<file path="config.mk">
export PLATFORM = sky130hd
export DESIGN_NAME = cv32e40p_illegal_insn_recorder
export DESIGN_NICKNAME = d
export VERILOG_FILES = /design/src/rtl/cv32e40p_pkg.sv /design/src/rtl/cv32e40p_evt_fifo.sv /design/src/rtl/cv32e40p_illegal_insn_recorder.sv
export SDC_FILE = /design/constraint.sdc
export NUM_CORES = 1
export LEC_CHECK = 0
export ABC_AREA = 1
export BUFFER_PORTS_ARGS = -buffer_cell sky130_fd_sc_hd__buf_4
export CORE_MARGIN = 2
export CORE_UTILIZATION = 55
export CTS_BUF_LIST = sky130_fd_sc_hd__clkbuf_16
export CTS_CLUSTER_DIAMETER = 100
export DETAILED_ROUTE_END_ITERATION = 7
export PLACE_DENSITY = 0.76
export SLEW_MARGIN = 15
export SYNTH_ARGS = -nofsm -noshare
export SYNTH_HDL_FRONTEND = slang
export SYNTH_SLANG_ARGS = --single-unit
</file>
<file path="constraint.sdc">
create_clock -name clk_i -period 7.5 [get_ports clk_i]
set_input_delay 0.75 -clock clk_i [delete_from_list [all_inputs] [get_ports clk_i]]
set_output_delay 0.75 -clock clk_i [all_outputs]
set_load 0.005 [all_outputs]
</file>
<file path="src/rtl/cv32e40p_pkg.sv">
// Package: cv32e40p_pkg
// Shared types and constants for the illegal-instruction event recorder.
//   ILLEGAL_EVT_HART_W : number of hart-ID bits kept per record
//   ILLEGAL_EVT_SEQ_W  : width of the seq field stored in a record
//   illegal_evt_t      : one captured record {pc, hart, seq[, tstamp]}
// Optional feature macro: CV32E40P_EVT_TIMESTAMP_EN adds a 32-bit tstamp field.
package cv32e40p_pkg;

  localparam int ILLEGAL_EVT_HART_W = 4;
  localparam int ILLEGAL_EVT_SEQ_W  = 8;

  typedef struct packed {
    logic [31:0]                   pc;
    logic [ILLEGAL_EVT_HART_W-1:0] hart;
    logic [ILLEGAL_EVT_SEQ_W-1:0]  seq;
`ifdef CV32E40P_EVT_TIMESTAMP_EN
    logic [31:0]                   tstamp;
`endif
  } illegal_evt_t;

endpackage

</file>
<file path="src/rtl/cv32e40p_evt_fifo.sv">
// Module: cv32e40p_evt_fifo
// Generic synchronous FIFO of illegal_evt_t records. Holds no event logic.
// Ports:
//   clk_i, rst_i : clock, synchronous active-high reset (empties the FIFO)
//   push_i       : request to write data_i; accepted when not full, or when
//                  full and a pop happens in the same cycle
//   data_i       : record to write
//   pop_i        : remove the head record (ignored while empty)
//   data_o       : head record, all-zero while empty
//   full_o       : FIFO holds DEPTH records
//   empty_o      : FIFO holds no records
// Handshake: the consumer side is valid = !empty_o, ready = pop_i; a record
// leaves only on a cycle where both are high at the rising edge.
module cv32e40p_evt_fifo
  import cv32e40p_pkg::*;
#(
  parameter int DEPTH = 4
) (
  input  logic         clk_i,
  input  logic         rst_i,
  input  logic         push_i,
  input  illegal_evt_t data_i,
  input  logic         pop_i,
  output illegal_evt_t data_o,
  output logic         full_o,
  output logic         empty_o
);

  localparam int AW = $clog2(DEPTH);

  // One extra pointer bit distinguishes full from empty when the indices match.
  logic [AW:0]  wr_ptr_q;
  logic [AW:0]  rd_ptr_q;
  illegal_evt_t mem_q [DEPTH];

  logic do_pop;
  logic do_push;

  assign empty_o = (wr_ptr_q == rd_ptr_q);
  assign full_o  = (wr_ptr_q[AW] != rd_ptr_q[AW]) &&
                   (wr_ptr_q[AW-1:0] == rd_ptr_q[AW-1:0]);

  assign do_pop  = pop_i & ~empty_o;
  // A pop in the same cycle frees the slot, so a push while full still lands.
  assign do_push = push_i & (~full_o | do_pop);

  always_ff @(posedge clk_i) begin
    if (rst_i) begin
      wr_ptr_q <= '0;
      rd_ptr_q <= '0;
    end else begin
      if (do_push) wr_ptr_q <= wr_ptr_q + (AW+1)'(1);
      if (do_pop)  rd_ptr_q <= rd_ptr_q + (AW+1)'(1);
    end
  end

  // Storage needs no reset: it is only observed through a non-empty head.
  always_ff @(posedge clk_i) begin
    if (do_push) mem_q[wr_ptr_q[AW-1:0]] <= data_i;
  end

  assign data_o = empty_o ? '0 : mem_q[rd_ptr_q[AW-1:0]];

endmodule

</file>
<file path="src/rtl/cv32e40p_illegal_insn_recorder.sv">
// Module: cv32e40p_illegal_insn_recorder
// Captures illegal-instruction events seen in ID into a small FIFO and
// presents them as records on a valid/ready read port.
// Optional feature macro: CV32E40P_EVT_TIMESTAMP_EN (adds a free-running
// cycle counter stored per record and the evt_tstamp_o port).
// Ports:
//   clk_i, rst_i        : clock, synchronous active-high reset
//   is_decoding_i       : ID decodes a valid instruction this cycle
//   illegal_insn_dec_i  : decoder flags the ID instruction illegal
//   hart_id_i           : hart ID, bits [3:0] recorded
//   pc_id_i             : PC of the ID instruction
//   clear_i             : clears overflow_o and drop_cnt_o (wins over a drop)
//   evt_valid_o/evt_ready_i : read handshake; a record transfers when both are
//                         high at a rising edge; head data holds while valid & !ready
//   evt_pc_o, evt_hart_o, evt_seq_o [, evt_tstamp_o] : head record fields
//   overflow_o          : sticky, an event was dropped on a full FIFO
//   drop_cnt_o          : saturating count of dropped events
module cv32e40p_illegal_insn_recorder
  import cv32e40p_pkg::*;
#(
  parameter int DEPTH      = 4,
  parameter int SEQ_W      = 8,
  parameter int DROP_CNT_W = 16
) (
  input  logic                          clk_i,
  input  logic                          rst_i,
  input  logic                          is_decoding_i,
  input  logic                          illegal_insn_dec_i,
  input  logic [31:0]                   hart_id_i,
  input  logic [31:0]                   pc_id_i,
  input  logic                          clear_i,
  output logic                          evt_valid_o,
  input  logic                          evt_ready_i,
  output logic [31:0]                   evt_pc_o,
  output logic [ILLEGAL_EVT_HART_W-1:0] evt_hart_o,
  output logic [SEQ_W-1:0]              evt_seq_o,
`ifdef CV32E40P_EVT_TIMESTAMP_EN
  output logic [31:0]                   evt_tstamp_o,
`endif
  output logic                          overflow_o,
  output logic [DROP_CNT_W-1:0]         drop_cnt_o
);

  logic                  evt;
  logic                  dup;
  logic                  accept;
  logic                  drop;
  logic                  pop;
  logic                  fifo_full;
  logic                  fifo_empty;
  illegal_evt_t          wr_rec;
  illegal_evt_t          head_rec;

  logic                  prev_evt_q;
  logic [31:0]           prev_pc_q;
  logic [SEQ_W-1:0]      seq_q;
  logic                  overflow_q;
  logic [DROP_CNT_W-1:0] drop_cnt_q;

  // Upper hart bits are intentionally not recorded.
  logic unused_hart_bits;
  assign unused_hart_bits = ^hart_id_i[31:ILLEGAL_EVT_HART_W];

  assign evt = is_decoding_i & illegal_insn_dec_i;
  // A stalled ID stage re-presents the same PC on back-to-back cycles; only
  // the first cycle counts. Any cycle without an event re-arms capture.
  assign dup    = evt & prev_evt_q & (pc_id_i == prev_pc_q);
  assign accept = evt & ~dup;
  assign pop    = evt_valid_o & evt_ready_i;
  assign drop   = accept & fifo_full & ~pop;

`ifdef CV32E40P_EVT_TIMESTAMP_EN
  logic [31:0] tstamp_q;

  always_ff @(posedge clk_i) begin
    if (rst_i) tstamp_q <= '0;
    else       tstamp_q <= tstamp_q + 32'd1;
  end
`endif

  always_comb begin
    wr_rec      = '0;
    wr_rec.pc   = pc_id_i;
    wr_rec.hart = hart_id_i[ILLEGAL_EVT_HART_W-1:0];
    wr_rec.seq  = ILLEGAL_EVT_SEQ_W'(seq_q);
`ifdef CV32E40P_EVT_TIMESTAMP_EN
    wr_rec.tstamp = tstamp_q;
`endif
  end

  always_ff @(posedge clk_i) begin
    if (rst_i) begin
      prev_evt_q <= 1'b0;
      prev_pc_q  <= '0;
      seq_q      <= '0;
      overflow_q <= 1'b0;
      drop_cnt_q <= '0;
    end else begin
      prev_evt_q <= evt;
      prev_pc_q  <= pc_id_i;
      // Dropped events do not consume a sequence number.
      if (accept && !drop) seq_q <= seq_q + SEQ_W'(1);
      if (clear_i) begin
        overflow_q <= 1'b0;
        drop_cnt_q <= '0;
      end else if (drop) begin
        overflow_q <= 1'b1;
        if (drop_cnt_q != '1) drop_cnt_q <= drop_cnt_q + DROP_CNT_W'(1);
      end
    end
  end

  cv32e40p_evt_fifo #(
    .DEPTH (DEPTH)
  ) u_fifo (
    .clk_i   (clk_i),
    .rst_i   (rst_i),
    .push_i  (accept),
    .data_i  (wr_rec),
    .pop_i   (pop),
    .data_o  (head_rec),
    .full_o  (fifo_full),
    .empty_o (fifo_empty)
  );

  assign evt_valid_o = ~fifo_empty;
  assign evt_pc_o    = head_rec.pc;
  assign evt_hart_o  = head_rec.hart;
  assign evt_seq_o   = SEQ_W'(head_rec.seq);
`ifdef CV32E40P_EVT_TIMESTAMP_EN
  assign evt_tstamp_o = head_rec.tstamp;
`endif
  assign overflow_o  = overflow_q;
  assign drop_cnt_o  = drop_cnt_q;

endmodule
</file>
Word-level counts from Yosys, hierarchy flattened
Memory sizes are Yosys's and may differ from the RTL's. A register that Yosys moved wholly into a read port is not among the register bits.
Index checks and enable logic that the tools add are counted.
{"block": "word_totals", "regBits": 64, "ram_bits": 176, "input_bits": 70, "output_inout_bits": 62, "elab_cells": 41, "mem_count": 1}
{"memory": "u_fifo.mem_q", "words": 4, "word_bits": 44, "rd": 1, "rd_clocked_by_memory_dff": 1, "write_ports": 1, "line_no": "cv32e40p_evt_fifo.sv:34", "source": "illegal_evt_t mem_q [DEPTH];"}
{"block": "classes", "addsub": 4, "n_eq_ne": 5, "muxes": 5, "n_bitwise": 14, "n_reduce_logical": 5}
{"operator": "$mux W44", "n": 1}
{"operator": "$eq A32 B32 Y1", "n": 1}
{"operator": "$add A16 B1 Y16 const B", "n": 1}
{"operator": "$ne A16 B16 Y1 const B", "n": 1}
{"operator": "$and A1 B1 Y1", "n": 9}
{"operator": "$add A8 B1 Y8 const B", "n": 1}
{"operator": "$add A3 B1 Y3 const B", "n": 2}
{"operator": "$mux W2", "n": 2}
{"operator": "$not A1 Y1", "n": 4}
{"operator": "$eq A3 B3 Y1", "n": 1}
{"operator": "$eq A2 B2 Y1", "n": 1}
{"operator": "$logic_and A1 B1 Y1", "n": 2}
{"operator": "$mux W1", "n": 2}
{"operator": "$reduce_and A2 Y1", "n": 1}
{"operator": "$reduce_or A2 Y1", "n": 1}
{"operator": "$logic_not A1 Y1", "n": 1}
{"operator": "$ne A1 B1 Y1", "n": 1}
{"operator": "$or A1 B1 Y1", "n": 1}

Logic depth before layout (Yosys ltp)
Gate-level depths: netlist (run 1).
{"block": "logic_depth", "ltp_word": 9, "mapped_depth": 13}

By module
From an unflattened synthesis (run 1), not the netlist that was laid out.
{"block": "unflattened", "cells_unflattened": 1034, "hier_area_um2": 10606.4}
{"mod": "cv32e40p_evt_fifo", "n_inst": 1, "cells_per_inst": 585, "area_each_um2": 7577.3, "seq_area_each_um2": 5445.2}
{"mod": "cv32e40p_illegal_insn_recorder", "n_inst": 1, "cells_per_inst": 449, "area_each_um2": 3029.2, "seq_area_each_um2": 1161.1}

Worst setup path after synthesis (run 1)
No wires, ideal clock.
{"block": "synth_path", "path_type": "input-to-reg", "startpoint": "input port pc_id_i[3]", "endpoint": "memory u_fifo.mem_q[0][0] (netlist bit) (enable)", "setup_time_ps": 446, "arrival_time_ps": 3561, "path_slack_ps": 3494, "stages": 11, "cell_sequence": "inv_1 > o21ai_0 > nor2_1 > nand3_1 > inv_1 > nand2_1 > nor2_2 > nor2_2 > nand2_2 > buf_4 > nor2_1"}
{"block": "synth_between", "elab_chain_cells": 7}
{"item": "start: declaration", "line_no": "cv32e40p_illegal_insn_recorder.sv:30", "source": "input logic [31:0] pc_id_i,"}
{"item": "$eq A32 B32 Y1", "line_no": "cv32e40p_illegal_insn_recorder.sv:67", "source": "assign dup = evt & prev_evt_q & (pc_id_i == prev_pc_q);"}
{"item": "$and A1 B1 Y1", "line_no": "cv32e40p_illegal_insn_recorder.sv:67"}
{"item": "$not A1 Y1", "line_no": "cv32e40p_illegal_insn_recorder.sv:68", "source": "assign accept = evt & ~dup;"}
{"item": "$and A1 B1 Y1", "line_no": "cv32e40p_illegal_insn_recorder.sv:68"}
{"item": "$and A1 B1 Y1", "line_no": "cv32e40p_evt_fifo.sv:45", "source": "assign do_push = push_i & (~full_o | do_pop);"}
{"item": "$mux W1", "line_no": "cv32e40p_evt_fifo.sv:59", "source": "if (do_push) mem_q[wr_ptr_q[AW-1:0]] <= data_i;"}
{"item": "$mux W1 (implied by the code)", "line_no": "cv32e40p_evt_fifo.sv:59"}
{"item": "end: declaration", "line_no": "cv32e40p_evt_fifo.sv:34"}
Every way passes these cells.

==> reports/results.txt, run 1 <==
Cells after Synth - 1010
Setup crit start kind - flop
Layout Cells excl Fill - 1351
Dpl hpwl - 11800 µm
Status - completed
Initial Utilization - 0.565
Crit share post-route - 0.519
Max-slew violation count - 0
Top cell type by total area after synthesis - edfxtp_1
DR DRC count - 0
Seq cells post-synth - 242
Slowest cell on crit path - buf_4
Ys Warns - 0
1st-iter DRT viols - 484
RD Place Congestion - 0.784
Hold Crit Class - primary input to flop
Placed insts - 1306
Clock Tree Buf Depth - 3
Ant diodes - 0
Area of the die - 19800 µm²
Detail Route Antenna Nets - 0
Core box area - 18100 µm²
Vias per cell - 5.26
Vias in the first global route - 6707
CTS sink count - 242
Util after Layout - 0.662
RSZ-0062 raised after global routing - false
VDD IR max - 0.204 mV
Syn nets - 1087
CTS root buf - clkbuf_16
Hold_buf cts - 0
Final setup TNS - 0 ns
Worst-path clk slew - 0.06 ns
Final Hold Vio Count - 0
Cell breakdown of the critical path - buf_4, inv_2, buf_4, nor2_1, o32ai_1, nand2_1, inv_1, buf_4
Post-synthesis async set-or-reset flop share - 0
Maximum operating frequency - 0.257 GHz
Layout cell share with drive strength beyond 1 - 0.164
Clock skew - 0.0120 ns
Routed vias - 7113
Post-CTS setup buffer count - 0
Max FO, Critical Path - 89
# H-tree levels - 1
Synthesized area - 10300 µm²
Sequential cell area - 6610 µm²
Max-cap violations - 0
TritonCTS Buffers - 25
Power Dens Cells - 264 nW/µm²
CTS tree - done
CP dominant cell by count - buf_4
Min Hold Slack - 0.435 ns
Post-synth top area share - 0.515
Buf/Inv on CP - 5
Relative slew slack - 0.379
Synth-to-Final Area Change - 17.1%
Post-Syn Area per Cell - 10.2 µm²
I/O pin total - 132
Critical Path RT - 6.75 ns
Fill cell count - 1412
Layout Nets - 1181
Finish-stage setup viols - 0
Antenna violations before repair - 0
Critical path type - flop to output pin
Largest net degree at the start of global routing - 90
Post-Place Cell Area - 11200 µm²
Final instance area - 12000 µm²
Drt total wl - 20700 µm
Prevailing post-synth register cell - edfxtp_1
R2R cell count - 10
Worst setup EP type - output pin
Post-synthesis sequential area ratio - 0.644
Top post-synthesis cells by area - edfxtp_1 (52%), dfxtp_1 (13%), nor2_1 (7.5%)
Number of distinct library cells after synthesis - 31
I/O Buffers - 103
Lkg Pwr - 4.92 nW
Wire per inst - 15.3 µm
Die height - 141 µm
Pre-antenna DRT Iters - 6
Post-CTS sizing - 0
Worst path top cell family by delay - buffers and inverters
Cell depth of the worst hold path - 1
Post-synth EDFFs - 176
Remaining Overflow, GRT - 0
Worst-Margin Slew - 0.931 ns
All-layer global routing usage - 0.208
CP max stage delay - 0.63 ns
First-pass GRT wire length - 33100 µm
Clk Latency, worst-skew pair - 0.51 ns
Critical path depth - 8
Crit path DAT - 3.14 ns
Footprint of the multi-input gates - 3020 µm²
Final worst path period need - 3.89 ns
Die Wd - 141 µm
Row count - 49
## placed cells by master (no fill, tap or decap), types with 2 or more instances in the layout
master and count:
bufinv_16 2, nor3_4 2, clkbuf_16 26, clkinvlp_4 2, o21ai_0 50, nand3_1 15, xnor2_1 16, dfxtp_2 2
clkinv_1 4, ha_1 7, a21oi_1 20, buf_4 112, nand2_1 169, clkinv_2 3, nand2_2 12, dfxtp_1 64
inv_2 3, nor2_1 200, nand4_1 18, inv_1 132, o32ai_1 44, nor2_4 5, a21oi_2 9, nor3_1 6
nor2_2 2, edfxtp_1 176, xor2_1 14
## synthesized netlist by cell type, types with 2 or more instances
library cell,count
edfxtp_1,176
nor3_1,6
nand3_1,16
nor3_4,2
ha_1,7
a21oi_1,20
xor2_1,14
xnor2_1,16
nand4_1,18
nand2_2,12
nor2_2,2
nand2_1,169
buf_2,7
nor2_1,204
clkbuf_1,34
inv_1,124
dfxtp_1,66
buf_1,2
a21oi_2,9
inv_2,3
o32ai_1,44
o21ai_0,50
## logic make-up after synthesis
family | synth area share
compound gates | 0.0806
simple gates | 0.176
flops | 0.644
buf+inv | 0.0657
xor+xnor | 0.0256
fa+ha+maj | 0.00854
## worst reg2reg max path, stage by stage, from the launching register on
cell and delay [ns]:
dfxtp_1 0.31, o21ai_0 0.16, nor2_1 0.06, nand3_1 0.12
inv_1 0.06, nand2_1 0.07, nor2_2 0.06, nor2_2 0.53
nand2_2 0.45, nor2_4 0.17, buf_4 0.60
## final cells by class
class	instances	share of cell area
inverters	127	0.0397
clock inverters	19	0.0112
multi-input cells	596	0.251
well taps	229	0.0238
clock buffers	26	0.0542
repair buffers	112	0.0700
flip-flops and latches	242	0.550
## metrics by stage
step	power, mW	worst slack (ns)
after global placement	2.02	3.91
after CTS	3.20	3.60
after global routing	3.31	3.35
after detailed placement	2.03	3.89
final	3.17	3.61
after floorplan	1.81	3.49
## registers in the layout, summed over array words and instances (netlist names), named ones only
| register | flops |
|---|---|
| u_fifo.wr_ptr_q | 3 |
| prev_evt_q | 1 |
| seq_q | 8 |
| prev_pc_q | 32 |
| u_fifo.mem_q | 176 |
| u_fifo.rd_ptr_q | 3 |
| overflow_o | 1 |
| drop_cnt_o | 16 |
## final timing paths
kind	startpoint	to	slack, ns
worst max register to register	prev_pc_q[5]$_SDFF_PP0_	u_fifo.mem_q[1][27]$_DFFE_PP_	4.52
worst min-delay path	hart_id_i[2]	u_fifo.mem_q[1][10]$_DFFE_PP_	0.44
worst min register to register	overflow_o$_SDFFE_PP0P_	overflow_o$_SDFFE_PP0P_	0.45
worst max-delay path	flop	evt_pc_o[25]	3.61
## per-layer routing
layer	GRT usage	vias to the layer above	wire length [µm]
li1	-	3540	-
met1	0.280	3331	9180
met2	0.350	209	9790
met3	0.0336	33	1220
met4	0.0689	0	492
met5	0	-	0
## power breakdown
| part | internal [mW] | total [mW] | switching (mW) |
|---|---|---|---|
| Combinational | 0.210 | 0.520 | 0.309 |
| Sequential | 1.47 | 1.48 | 0.0137 |
| Clock | 0.691 | 1.17 | 0.480 |
| Total | 2.37 | 3.17 | 0.803 |
Power figures use the tool's default switching activity.
==> run 2, diff against run 1 <==
- ABC_AREA: 1 -> 0
- PLACE_DENSITY: 0.76 -> 0.77
- clock period: 7.5 -> 4 ns (I/O delays scaled with it)
==> reports/results.txt, run 2 <==
Status - completed
Die Wd - 136 µm (-3.0%)
GR peak layer - met2
Pre-antenna DRT Iters - 4 (-2)
Clock Tree Buf Depth - 3 (unchanged)
Routed vias - 5421 (-24%)
Synthesized area - 9640 µm² (-6.0%)
Final worst path period need - 3.05 ns
Layout cell share with drive strength beyond 1 - 0.298 (+0.134)
Post-synth top area share - 0.548 (+0.0331)
Antenna violations before repair - 0 (unchanged)
# H-tree levels - 1 (unchanged)
Lkg Pwr - 3.98 nW (-19%)
Worst setup EP type - flop
Vias in the first global route - 5429 (-19%)
CTS sink count - 242 (unchanged)
Final Hold Vio Count - 0 (unchanged)
Cell breakdown of the critical path - xor2_1, or4_4, nand3_1, nor2_1, and2_2, buf_12
CP startpoint - u_fifo.wr_ptr_q[0]$_SDFFE_PP0N_
Wire per inst - 20.0 µm (+31%)
RD Place Congestion - 0.864 (+10%)
GRT met2 Usage - 0.357 (+0.00698)
Row count - 48 (-2.0%)
Core box area - 17200 µm² (-5.0%)
Area of the die - 18600 µm² (-5.9%)
Post-Syn Area per Cell - 16.2 µm² (+60%)
Top cell type by total area after synthesis - edfxtp_1
Post-CTS setup buffer count - 0 (unchanged)
Post-Place Cell Area - 10700 µm² (-4.9%)
Ys Warns - 0 (unchanged)
Largest net degree at the start of global routing - 59 (-34%)
Max-slew violation count - 0 (unchanged)
Die height - 136 µm (-3.0%)
Setup Slack @ Placement - 0.921 ns (-2.97 ns)
Syn nets - 672 (-38%)
Hold Crit Class - primary input to flop
RSZ-0062 raised after global routing - false
Most common library cell in the layout ignoring fill and taps - edfxtp_1
Buf/Inv on CP - 1 (-4)
TritonCTS Buffers - 23 (-8.0%)
VDD IR max - 0.330 mV (+62%)
Vias per cell - 5.75 (+9.2%)
Hold path start - hart_id_i[0]
Relative slew slack - 0.340 (-0.0390)
Post-synthesis sequential area ratio - 0.685 (+0.0414)
Initial Utilization - 0.559 (-0.00605)
Clk Latency, worst-skew pair - 0.50 ns (about the same)
Worst path top cell family by delay - simple AND/OR/NAND/NOR gates
Top post-synthesis cells by area - edfxtp_1 (55%), dfxtp_1 (14%), mux4_2 (10%)
Worst-path clk slew - 0.06 ns (about the same)
Max FO, Critical Path - 24 (-73%)
Post-synthesis async set-or-reset flop share - 0 (unchanged)
CTS root buf - clkbuf_16
All-layer global routing usage - 0.206 (-0.00235)
CTS tree - done
Hold_buf cts - 0 (unchanged)
Final setup TNS - 0 ns (unchanged)
Synth-to-Final Area Change - 18.5%
Post-synth EDFFs - 176 (unchanged)
Crit path DAT - 3.24 ns (+0.10 ns)
Top-count cell post-synth - edfxtp_1
First-pass GRT wire length - 29200 µm (-12%)
Total power - 5.61 mW (+77%)
Ant diodes - 0 (unchanged)
Cell depth of the worst hold path - 1 (unchanged)
Critical R2R Launch - u_fifo.wr_ptr_q[0]$_SDFFE_PP0N_
Detail Route Antenna Nets - 0 (unchanged)
Crit share post-route - 0.762
Finish-stage setup viols - 0 (unchanged)
1st-iter DRT viols - 343 (-29%)
I/O Buffers - 103 (unchanged)
CP max stage delay - 0.66 ns (+0.03 ns)
I/O pin total - 132 (unchanged)
Setup crit start kind - flop
Layout Nets - 778 (-34%)
Hold Path Sink - u_fifo.mem_q[3][8]$_DFFE_PP_
R2r setup slk - 0.95 ns (-3.57 ns)
Slowest cell on crit path - and2_2
DR DRC count - 0 (unchanged)
Final WS setup - 0.953 ns (-2.65 ns)
Reg-to-Reg End - u_fifo.mem_q[1][23]$_DFFE_PP_
Dpl hpwl - 11500 µm (-2.7%)
Commonest non-fill, non-tap cells in the layout - edfxtp_1 (176), buf_4 (107), nor2b_1 (81)
Cells after Synth - 595 (-41%)
Max FFs per register - 176 (unchanged)
Critical path type - flop to flop
Seq cells post-synth - 242 (unchanged)
Number of distinct library cells after synthesis - 47 (+52%)
Critical Path RT - 4.20 ns (-2.55 ns)
Power Dens Cells - 491 nW/µm² (+86%)
Drt total wl - 18900 µm (-8.7%)
Post-CTS sizing - 0 (unchanged)
R2R cell count - 6 (-4)
Max-cap violations - 0 (unchanged)
Final instance area - 11400 µm² (-4.9%)
GR met1 Demand/Resource - 0.273 (-0.00729)
Synth top cells by count - edfxtp_1 (176), nor2b_1 (81), dfxtp_1 (66)
Clock skew - 0.0155 ns (+0.00346 ns)
Maximum operating frequency - 0.328 GHz
Prevailing post-synth register cell - edfxtp_1
M3 GR Usage - 0.0324 (-0.00119)
Remaining Overflow, GRT - 0 (unchanged)
Min Hold Slack - 0.109 ns (-0.327 ns)
Worst-Margin Slew - 0.988 ns (+0.0575 ns)
==> run 2: cell count changes after synthesis, moves of 10 or more <==
cell | previous run | this run
mux4_2 | 0 | 44
xor2_1 | 14 | 30
nor2b_1 | 0 | 81
nand2_1 | 169 | 12
nand2_2 | 12 | 0
o21ai_0 | 50 | 6
inv_1 | 124 | 4
clkbuf_1 | 34 | 16
o32ai_1 | 44 | 0
nand4_1 | 18 | 8
nor2_1 | 204 | 18
==> run 2: kinds of logic (layout without fill, tap and decap cells) <==
group	after synthesis	after routing	synth area share
flops	242	242	0.685
simple gates	180	180	0.113
mux	53	53	0.113
compound gates	42	42	0.0274
xor+xnor	37	37	0.0336
buf+inv	34	157	0.0188
fa+ha+maj	7	7	0.00908
==> run 2: metal layers <==
layer | vias to the layer above | wire length, µm
met2 | 181 | 9840
li1 | 2474 | -
met1 | 2736 | 7600
met3 | 30 | 1100
met5 | - | 0
met4 | 0 | 343
==> run 2: how the worst max path moves through the flow <==
stage                     depth (start not counted)                              end  slack, ns
after floorplan                                   6  u_fifo.wr_ptr_q[2]$_SDFFE_PP0N_       0.62
after global placement                            6    u_fifo.mem_q[1][15]$_DFFE_PP_       1.05
after detailed placement                          6    u_fifo.mem_q[1][20]$_DFFE_PP_       0.92
after CTS                                         6    u_fifo.mem_q[1][22]$_DFFE_PP_       0.93
after global routing                              6    u_fifo.mem_q[1][22]$_DFFE_PP_       0.74
final                                             6    u_fifo.mem_q[1][23]$_DFFE_PP_       0.95
==> run 2: where the power goes <==
part	total (mW)	leakage (nW)	switching, mW	internal (mW)
logic	0.641	1.44	0.275	0.366
clock network	2.13	0.377	0.884	1.25
registers	2.84	2.16	0.0844	2.75
==> run 2: final cells by class <==
class | count | area (µm²)
flip-flops and latches | 242 | 6610
repair buffers | 111 | 883
clock buffers | 23 | 576
clock inverters | 19 | 178
fillers | 1177 | 5810
well taps | 225 | 282
multi-input cells | 319 | 2880
inverters | 4 | 15.0
==> run 2: through the flow <==
step	cells	util
global placement	901	0.619
detailed placement	901	0.619
finish	943	0.663
CTS	943	0.663
global route	943	0.663
floorplan	595	-
==> run 2: worst reg2reg max path, delay by kind of cell, from the launching register on <==
family,cells,cell delay (ns)
xor gates and xnor gates,1,0.24
buffers and inverters,1,0.28
DFF,1,0.41
and+or+nand+nor,4,1.80
